$ cat config.mk
export PLATFORM = sky130hd
export DESIGN_NAME = if_stage
export DESIGN_NICKNAME = d
export VERILOG_FILES = /design/src/rtl/if_stage.sv
export SDC_FILE = /design/constraint.sdc
export NUM_CORES = 1
export LEC_CHECK = 0
export BUFFER_PORTS_ARGS = -buffer_cell sky130_fd_sc_hd__buf_2
export CAP_MARGIN = 20
export CORE_MARGIN = 2
export CORE_UTILIZATION = 40
export DETAILED_ROUTE_END_ITERATION = 16
export SLEW_MARGIN = 40
export SYNTH_ARGS = -nofsm -noshare
export SYNTH_HDL_FRONTEND = slang
export SYNTH_SLANG_ARGS = --single-unit
$ cat constraint.sdc
create_clock -name clk -period 2.4 [get_ports clk]
set_clock_uncertainty 0.05 [all_clocks]
set_input_delay 0.12 -clock clk [delete_from_list [all_inputs] [get_ports clk]]
set_output_delay 0.12 -clock clk [all_outputs]
set_load 0.005 [all_outputs]
$ cat src/rtl/if_stage.sv
// Instruction fetch stage: owns the PC, fetches over a req/ack memory port and drives the IF/ID register.
// Latency: IF/ID loads on the edge that samples imem_ack, so a 0-wait memory sustains one instruction per cycle.
// Backpressure: a decode freeze holds IF/ID, parks one early-returning word in a buffer and stops requesting.
module if_stage #(
  parameter int                ADDR_W   = 32,
  parameter logic [ADDR_W-1:0] RESET_PC = '0
) (
  input  logic              clk,
  input  logic              rst,           // asynchronous, active low
  input  logic              freeze,
  input  logic              branch_taken,
  input  logic [ADDR_W-1:0] branch_addr,
  output logic              imem_req,
  output logic [ADDR_W-1:0] imem_addr,
  input  logic              imem_ack,
  input  logic [31:0]       imem_rdata,
  output logic [ADDR_W-1:0] PC,
  output logic [31:0]       Ins,
  output logic              valid
);

  // REQ   : a request is (or is about to be) outstanding for r_req_addr
  // DRAIN : a redirect arrived while a request was outstanding; wait out its ack and drop the data
  // STALL : decode is frozen and one fetched word waits in r_buf; no request is issued
  typedef enum logic [1:0] {
    S_REQ   = 2'd0,
    S_DRAIN = 2'd1,
    S_STALL = 2'd2
  } state_t;

  state_t            r_state;
  state_t            w_state_nxt;

  // Held low through the first cycle after reset release so the first request starts one cycle later.
  logic              r_active;

  logic [ADDR_W-1:0] r_pc;          // next address to fetch
  logic [ADDR_W-1:0] w_pc_nxt;
  logic [ADDR_W-1:0] r_req_addr;    // address of the current request, frozen while imem_req=1
  logic [31:0]       r_buf;         // word fetched while decode was frozen
  logic [31:0]       w_buf_nxt;

  logic [ADDR_W-1:0] r_id_pc;
  logic [31:0]       r_id_ins;
  logic              r_id_vld;
  logic [ADDR_W-1:0] w_id_pc_nxt;
  logic [31:0]       w_id_ins_nxt;
  logic              w_id_vld_nxt;

  logic              w_ack;         // ack qualified by an outstanding request
  logic              w_new_req;     // a fresh request begins next cycle
  logic              w_load;        // a real instruction is ready for IF/ID this cycle
  logic [ADDR_W-1:0] w_load_pc;
  logic [31:0]       w_load_ins;
  logic [ADDR_W-1:0] w_br_tgt;
  logic [ADDR_W-1:0] w_pc_inc;
  logic [ADDR_W-1:0] w_req_inc;

  assign imem_req  = r_active && (r_state != S_STALL);
  assign imem_addr = r_req_addr;
  assign w_ack     = imem_ack && imem_req;

  // Branch targets are word aligned; sums wrap naturally at ADDR_W bits.
  assign w_br_tgt  = branch_addr & ~ADDR_W'(3);
  assign w_pc_inc  = r_pc + ADDR_W'(4);
  assign w_req_inc = r_req_addr + ADDR_W'(4);

  assign PC    = r_id_pc;
  assign Ins   = r_id_ins;
  assign valid = r_id_vld;

  // Next-state, next-pc, buffer and IF/ID load selection
  always_comb begin
    w_state_nxt = r_state;
    w_pc_nxt    = r_pc;
    w_buf_nxt   = r_buf;
    w_load      = 1'b0;
    w_load_pc   = '0;
    w_load_ins  = '0;

    if (!r_active) begin
      // Nothing outstanding yet; a redirect just moves where the first fetch goes.
      if (branch_taken) begin
        w_pc_nxt = w_br_tgt;
      end
    end else begin
      case (r_state)
        S_REQ: begin
          if (w_ack) begin
            if (branch_taken) begin
              // Returned word is on the wrong path: drop it and refetch at the target.
              w_pc_nxt = w_br_tgt;
            end else if (!freeze || !r_id_vld) begin
              w_load     = 1'b1;
              w_load_pc  = w_req_inc;
              w_load_ins = imem_rdata;
              w_pc_nxt   = w_pc_inc;
            end else begin
              // Decode cannot take it yet; park the word and stop fetching.
              w_buf_nxt   = imem_rdata;
              w_pc_nxt    = w_pc_inc;
              w_state_nxt = S_STALL;
            end
          end else if (branch_taken) begin
            // The outstanding request must complete before the target can be fetched.
            w_pc_nxt    = w_br_tgt;
            w_state_nxt = S_DRAIN;
          end
        end

        S_DRAIN: begin
          if (branch_taken) begin
            w_pc_nxt = w_br_tgt;
          end
          if (w_ack) begin
            w_state_nxt = S_REQ;
          end
        end

        S_STALL: begin
          if (branch_taken) begin
            w_buf_nxt   = '0;
            w_pc_nxt    = w_br_tgt;
            w_state_nxt = S_REQ;
          end else if (!freeze) begin
            // pc already points past the parked word, so it is that word's PC+4.
            w_load      = 1'b1;
            w_load_pc   = r_pc;
            w_load_ins  = r_buf;
            w_buf_nxt   = '0;
            w_state_nxt = S_REQ;
          end
        end

        default: begin
          w_state_nxt = S_REQ;
        end
      endcase
    end
  end

  // A request starts next cycle when we land in REQ with nothing still outstanding
  assign w_new_req = (w_state_nxt == S_REQ) && (!imem_req || w_ack);

  // IF/ID next value: flush > hold on freeze > load > bubble
  always_comb begin
    w_id_pc_nxt  = r_id_pc;
    w_id_ins_nxt = '0;
    w_id_vld_nxt = 1'b0;
    if (branch_taken) begin
      w_id_pc_nxt  = '0;
    end else if (freeze && r_id_vld) begin
      w_id_ins_nxt = r_id_ins;
      w_id_vld_nxt = 1'b1;
    end else if (w_load) begin
      w_id_pc_nxt  = w_load_pc;
      w_id_ins_nxt = w_load_ins;
      w_id_vld_nxt = 1'b1;
    end
  end

  // Fetch control state
  always_ff @(posedge clk or negedge rst) begin
    if (!rst) begin
      r_state    <= S_REQ;
      r_active   <= 1'b0;
      r_pc       <= RESET_PC;
      r_req_addr <= RESET_PC;
      r_buf      <= '0;
    end else begin
      r_state  <= w_state_nxt;
      r_active <= 1'b1;
      r_pc     <= w_pc_nxt;
      r_buf    <= w_buf_nxt;
      if (w_new_req) begin
        r_req_addr <= w_pc_nxt;
      end
    end
  end

  // IF/ID pipeline register
  always_ff @(posedge clk or negedge rst) begin
    if (!rst) begin
      r_id_pc  <= '0;
      r_id_ins <= '0;
      r_id_vld <= 1'b0;
    end else begin
      r_id_pc  <= w_id_pc_nxt;
      r_id_ins <= w_id_ins_nxt;
      r_id_vld <= w_id_vld_nxt;
    end
  end

  // A pending request stays up with a stable address until acknowledged
  a_req_hold: assert property (@(posedge clk) disable iff (!rst)
    (imem_req && !imem_ack) |=> (imem_req && $stable(imem_addr)));

  // Bubbles always carry a zero instruction word
  a_bubble_zero: assert property (@(posedge clk) disable iff (!rst)
    !valid |-> (Ins == 32'h0));

endmodule

Word-level counts from Yosys, hierarchy flattened
Cells that the tools add are included.

Add/sub/neg operators: 2. Equal/unequal tests: 8. Muxes and demuxes: 46. Reduce and logical (&&, ||, !) cells: 16.

Operators with widths (count): 2-to-1 mux 32 bit (23); case mux 32 bit (2 select lines) (4); adder 32 x 3 -> 32 bit, second input constant (2); 2-to-1 mux 2 bit (8); inequality test 2 bit, second input constant (5); 2-to-1 mux 1 bit (9); case mux 2 bit (3 select lines) (1); AND reduction 6 bit (1); logical AND 1 bit (4); logical NOT 2 bit (2); nonzero test 2 bit (2); logical NOT 1 bit (3); inequality test 3 bit, second input constant (1); == test 2 x 1 -> 1 bit, second input constant (1); == test 2 bit, second input constant (1); logical OR 1 bit (2); case mux 1 bit (2 select lines) (1); AND reduction 2 bit (1); OR reduction 2 bit (1).

Bits in registers: 164. Bits of input ports: 69. Output and inout port bits: 98. Logic and storage cells: 80.

Depth between registers and ports, before layout
Word-level depth: 10. Depth in mapped cells: 10. Depth with buffers taken out: 8.

Least setup slack after synthesis
No wires, ideal clock.

Kind: register -> register. Start point: reg r_state[0]. End point: reg r_req_addr[5], in the netlist imem_addr[5]. Setup time: 125 ps. Data arrival time: 2269 ps. Data required time: 2225 ps. Path slack: -43 ps. Cell stages (with the launch flop): 10. Buffers on the path: 2. Clock period less this slack: 2443 ps. Cell sequence: dfrtp_1 -> inv_1 -> ha_1 -> buf_2 -> a21o_1 -> a221oi_1 -> o311ai_1 -> a211oi_4 -> buf_4 -> mux2_2.

Cells in the longest elaborated chain, start to end: 8. Elaborated cells between the ends (all ways): 23. Classes of those cells: eq/ne: 3; mux: 12; reduce/logical: 8.

Ends and longest elaborated chain: start: declaration (RTL line 31) `state_t r_state;`; start signal: assignment (RTL line 171) `r_state <= w_state_nxt;`; inequality test 2 bit (RTL line 59) `assign imem_req = r_active && (r_state != S_STALL);`; logical AND 1 bit (RTL line 59); logical AND 1 bit (RTL line 61) `assign w_ack = imem_ack && imem_req;`; 2-to-1 mux 2 bit, on equally long branches (RTL line 115, 89); case mux 2 bit (3 select lines) (*) (RTL line 87) `case (r_state)`; 2-to-1 mux 2 bit (*) (RTL line 81) `if (!r_active) begin`; named net w_state_nxt[1] (RTL line 32) `state_t w_state_nxt;`; logical NOT 2 bit (*) (RTL line 143) `assign w_new_req = (w_state_nxt == S_REQ) && (!imem_req || w_ack);`; logical AND 1 bit (*) (RTL line 143); end signal: assignment (RTL line 176) `r_req_addr <= w_pc_nxt;`; end: declaration (RTL line 39) `logic [ADDR_W-1:0] r_req_addr;`.

The timed path passes the listed nets; every way through them passes the cells marked *. A chain may end at the register's enable or synchronous reset.

Final worst setup path
Start point: reg r_state[1]. End point: reg r_req_addr[8], in the netlist imem_addr[8].

Cells in the longest elaborated chain, start to end: 8. Elaborated cells between the ends (all ways): 23. Classes of those cells: eq/ne: 3; mux: 12; reduce/logical: 8.

Ends and longest elaborated chain (RTL line): inequality test 2 bit (59); logical AND 1 bit (59); logical AND 1 bit (61); 2-to-1 mux 2 bit, on equally long branches (115, 89); case mux 2 bit (3 select lines) (87); 2-to-1 mux 2 bit (*) (81); named net w_state_nxt[1] (32); logical NOT 2 bit (*) (143); logical AND 1 bit (*) (143).

Marks and branches as above.

==> results.txt <==
----------------------------------------------------
[Outcome]
  Result of the run ... finished, violations left
  Violated checks ... negative setup slack

[Min path]
  Beginning of the worst hold path ... branch_addr[4]
  Hold Crit Depth ... 3
  Endpoint with the worst hold slack ... r_pc[4]
  Worst min-delay path class ... in -> reg

[Detailed routing]
  Antenna-violating nets left ... 0
  Violation count after the first detailed-route iteration ... about 540
  DRC violation count after routing ... 0
  Total wire length after detailed routing ... ~29000 um
  Length of the first detailed-routing pass in iterations ... 5
  Routed wirelength normalized by instance count ... roughly 19 um
  Vias after detailed routing ... approximately 8300
  Vias per cell ... 5.566

[Placement]
  Final HPWL DP ... roughly 20000 um
  Post-detailed-placement cell area ... 10660 um2
  Worst Setup Slack post-DPL ... -0.08500 ns
  Final Wtd Congestion ... slightly below 0.9
  Port Buf Inserts ... about 160

[Clocking]
  Number of sinks driven by the clock tree ... between 150 and 200
  Clock transition at the registers of the reported paths ... around 0.07 ns
  Clock buffer count from CTS ... 17
  Maximum clock path buffer count ... 2
  CTS tree ... done
  Clock root cell ... sky130_fd_sc_hd__clkbuf_16
  CTS HTree Levels ... 4
  Clk_lat worst skew ... ~0.44 ns

[Yosys]
  Part of the Yosys area used for sequential elements ... 45.66%
  Warnings from Yosys ... 0
  Cell variety after synth ... 81
  Top post-synthesis cells by area ... sky130_fd_sc_hd__dfrtp_1 (46%), sky130_fd_sc_hd__nand2_1 (5.5%), sky130_fd_sc_hd__o21ai_0 (4.5%)
  Number of nets in the synthesized netlist ... between 1000 and 1500
  Avg Cell Area, Syn ... 9.470 um2
  Synthesized netlist cell count ... approximately 950
  Post-synthesis instance area ... 8987 um2
  Fraction of registers with async set/reset ... 100.0%
  EDFF count, synth ... 0
  Flops & latches, synth ... between 150 and 200
  Top cell types by occurrence after synthesis ... sky130_fd_sc_hd__dfrtp_1 (164), sky130_fd_sc_hd__nand2_1 (131), sky130_fd_sc_hd__o21ai_0 (80)
  Most used DFF post-synth ... sky130_fd_sc_hd__dfrtp_1
  Dominant cell by count in the synthesized netlist ... sky130_fd_sc_hd__dfrtp_1
  Library cell with the largest summed area after synthesis ... sky130_fd_sc_hd__dfrtp_1
  Fraction of synthesized cell area taken by the top area cell type ... a little under half

[Cells and area]
  Post-route standard cell area excluding fillers ... between 10000 and 15000 um2
  Final Util ... about 54%
  Relative area change from synthesis to final layout ... 32.98%
  ANT cells ... 0
  Count of filler cells inserted in the layout ... approximately 2000
  Fraction of layout instances using a drive strength above 1 ... between 30% and 40%
  Nets ... 1278

[Die]
  Area of the core region ... about 22000 um2
  Chip height ... approximately 150 um
  Number of I/O pins ... approximately 170
  Initial core utilization ... about two fifths
  Die Footprint ... between 20000 and 25000 um2
  Placement Rows ... 54
  X dimension of the die ... 153.9 um

[Setup path]
  Crit path max-delay cell type ... sky130_fd_sc_hd__dfrtp_2
  Source of the worst register-to-register timing path ... r_state[1]
  Max FO, Critical Path ... 10
  Crit path arrival time ... between 2 and 3 ns
  Required time reported for the critical path endpoint ... between 2 and 3 ns
  RR Endpoint ... imem_addr[8]
  R2R cell count ... 9
  Worst Setup Start Kind ... flip-flop
  Largest delay share family, worst path ... compound AO/OA/AOI/OAI gates
  Maximum single-stage delay on the critical path ... ~0.46 ns
  List of cells traversed by the critical path ... ha_4 > buf_6 > a21o_1 > a221oi_4 > o311ai_4 > a211oi_4 > buf_6 > buf_12 > mux2_1
  Worst R2R Setup Slack ... -0.03 ns
  WS Path Type ... reg -> reg
  Kind of end point of the critical path ... flip-flop
  Count of buffer and inverter cells on the critical path ... 3
  Dominant cell type by count on the critical path ... sky130_fd_sc_hd__buf_6

[STA]
  Final number of setup-violating endpoints ... 27
  RSZ-0062 raised after global routing ... yes
  Achievable clock frequency ... slightly above 400 MHz
  Hold violation count in the final report ... 0
  Max-slew violation total from the final report ... 0
  Final clock period utilization by the worst path ... 101.1%
  Clock period minus worst slack ... around 2.4 ns
  Worst Slack Setup Final ... -0.02531 ns

[Power and ir drop]
  Worst ir drop on vdd ... ~0.6 mV
  Static leakage ... 0.005584 uW
  Power Density ... roughly 970 nW/um2
  Design Power ... approximately 12000 uW

[GRT]
  Pin count of the biggest net entering global routing ... a little under 70
  GRT Residual Overflow ... 0
  Overall Global Routing Usage ... between 20% and 30%
  Number of global-route vias before repair ... around 8000
  Wire length of the first global-routing pass ... roughly 45000 um
  Number of antenna violations at the first check in global routing ... 1

[Run]
  Max-cap check violation count ... 0

----------------------------------------------------
-- power by group --
group / switching [uW] / leakage [uW] / internal (uW)
clock: 1360 / 0.000294 / 1410
sequential: 650 / 0.00216 / 3470
combinational: 2340 / 0.00313 / 2310
total: 4350 / 0.00558 / 7200
-- worst register-to-register path, stage by stage, from the launching register on --
cell	delay (ns)
sky130_fd_sc_hd__dfrtp_2	0.46
sky130_fd_sc_hd__ha_4	0.20
sky130_fd_sc_hd__buf_6	0.11
sky130_fd_sc_hd__a21o_1	0.18
sky130_fd_sc_hd__a221oi_4	0.26
sky130_fd_sc_hd__o311ai_4	0.13
sky130_fd_sc_hd__a211oi_4	0.26
sky130_fd_sc_hd__buf_6	0.17
sky130_fd_sc_hd__buf_12	0.14
sky130_fd_sc_hd__mux2_1	0.33
-- layout by cell type (no fill, tap or decap), types with 4 or more instances in the layout --
master,count
sky130_fd_sc_hd__a211oi_1,5
sky130_fd_sc_hd__a21oi_1,10
sky130_fd_sc_hd__a22oi_1,43
sky130_fd_sc_hd__a2bb2oi_1,8
sky130_fd_sc_hd__a311oi_1,5
sky130_fd_sc_hd__a31o_2,7
sky130_fd_sc_hd__a31oi_1,25
sky130_fd_sc_hd__and2_1,6
sky130_fd_sc_hd__and3_1,29
sky130_fd_sc_hd__and4_1,10
sky130_fd_sc_hd__buf_12,7
sky130_fd_sc_hd__buf_2,163
sky130_fd_sc_hd__buf_4,93
sky130_fd_sc_hd__buf_6,5
sky130_fd_sc_hd__clkbuf_16,18
sky130_fd_sc_hd__dfrtp_1,162
sky130_fd_sc_hd__dlygate4sd3_1,37
sky130_fd_sc_hd__inv_1,6
sky130_fd_sc_hd__inv_8,5
sky130_fd_sc_hd__mux2_1,10
sky130_fd_sc_hd__mux2_2,7
sky130_fd_sc_hd__mux2_4,14
sky130_fd_sc_hd__mux2i_1,17
sky130_fd_sc_hd__nand2_1,131
sky130_fd_sc_hd__nand2b_1,7
sky130_fd_sc_hd__nand3_1,31
sky130_fd_sc_hd__nand3b_1,36
sky130_fd_sc_hd__nand4_1,12
sky130_fd_sc_hd__nor2_1,42
sky130_fd_sc_hd__nor2b_1,7
sky130_fd_sc_hd__nor3_1,29
sky130_fd_sc_hd__nor4_1,4
sky130_fd_sc_hd__o21ai_0,78
sky130_fd_sc_hd__o21ai_1,6
sky130_fd_sc_hd__o22ai_1,8
sky130_fd_sc_hd__o31ai_1,5
sky130_fd_sc_hd__xnor2_1,27
sky130_fd_sc_hd__xor2_1,9
-- metrics by stage --
step / setup TNS [ns] / hold WS (ns) / cells
2_1_floorplan: -0.1428 / -0.2256 / 949
3_3_place_gp: -0.5524 / 0.02804 / 1416
3_5_place_dp: -1.908 / 0.02485 / 1416
4_1_cts: 0 / 0.006622 / 1492
5_1_grt: -2.224 / 0.009570 / 1496
6_report: -0.4158 / 0.02195 / 1496
-- routing by layer --
metal / global-route usage, % / vias to the layer above / routed length (um)
li1: - / 3982 / -
met1: 32.81 / 4014 / 13070
met2: 39.85 / 298 / 13520
met3: 3.890 / 32 / 1596
met4: 7.877 / 0 / 507
met5: 0 / - / 0
-- worst max-delay path by stage --
stage,start,endpoint,cells past startpoint
6_report,r_state[1],imem_addr[8],9
3_5_place_dp,r_state[1],imem_addr[8],7
4_1_cts,r_state[0],imem_addr[15],9
2_1_floorplan,r_state[0],imem_addr[5],9
5_1_grt,r_state[1],imem_addr[3],9
3_3_place_gp,r_state[1],imem_addr[5],7
-- final cells by class --
cell class,instances,area (um2),share of cell area (%)
Clock buffer,17,425.4,3.559
Multi-Input combinational cell,703,4725,39.53
Tap cell,280,350.3,2.931
Timing Repair Buffer,307,2133,17.85
Inverter,10,37.54,0.3141
Sequential cell,164,4106,34.36
Clock inverter,15,173.9,1.455
-- cell families (layout without fill, tap and decap cells) --
| kind of cell | Yosys count | in the layout | share of synthesized area [%] |
|---|---|---|---|
| fa+ha+maj | 6 | 6 | 0.8353 |
| flops | 164 | 164 | 45.66 |
| other cells | 1 | 1 | 0.04173 |
| compound gates | 243 | 243 | 18.11 |
| simple gates | 369 | 369 | 21.63 |
| mux | 48 | 48 | 5.819 |
| xor+xnor | 36 | 36 | 3.508 |
| buf+inv | 82 | 349 | 4.385 |
-- timing repair --
item / in CTS / in global routing
hold buffers: 37 / 0
pin swaps: 6 / 4
setup endpoints to repair: 30 / 37
gates cloned: 1 / 1
buffers inserted: 6 / 3
hold endpoints to repair: 164 / 0
gates resized for setup: 17 / 26
-- sequential cells by signal, indices dropped and copies added, names as in the netlist --
register,count
Ins,32
PC,32
imem_addr,32
r_active,1
r_buf,32
r_pc,32
r_state,2
valid,1
Note: power is estimated with default switching activity, not from simulation.
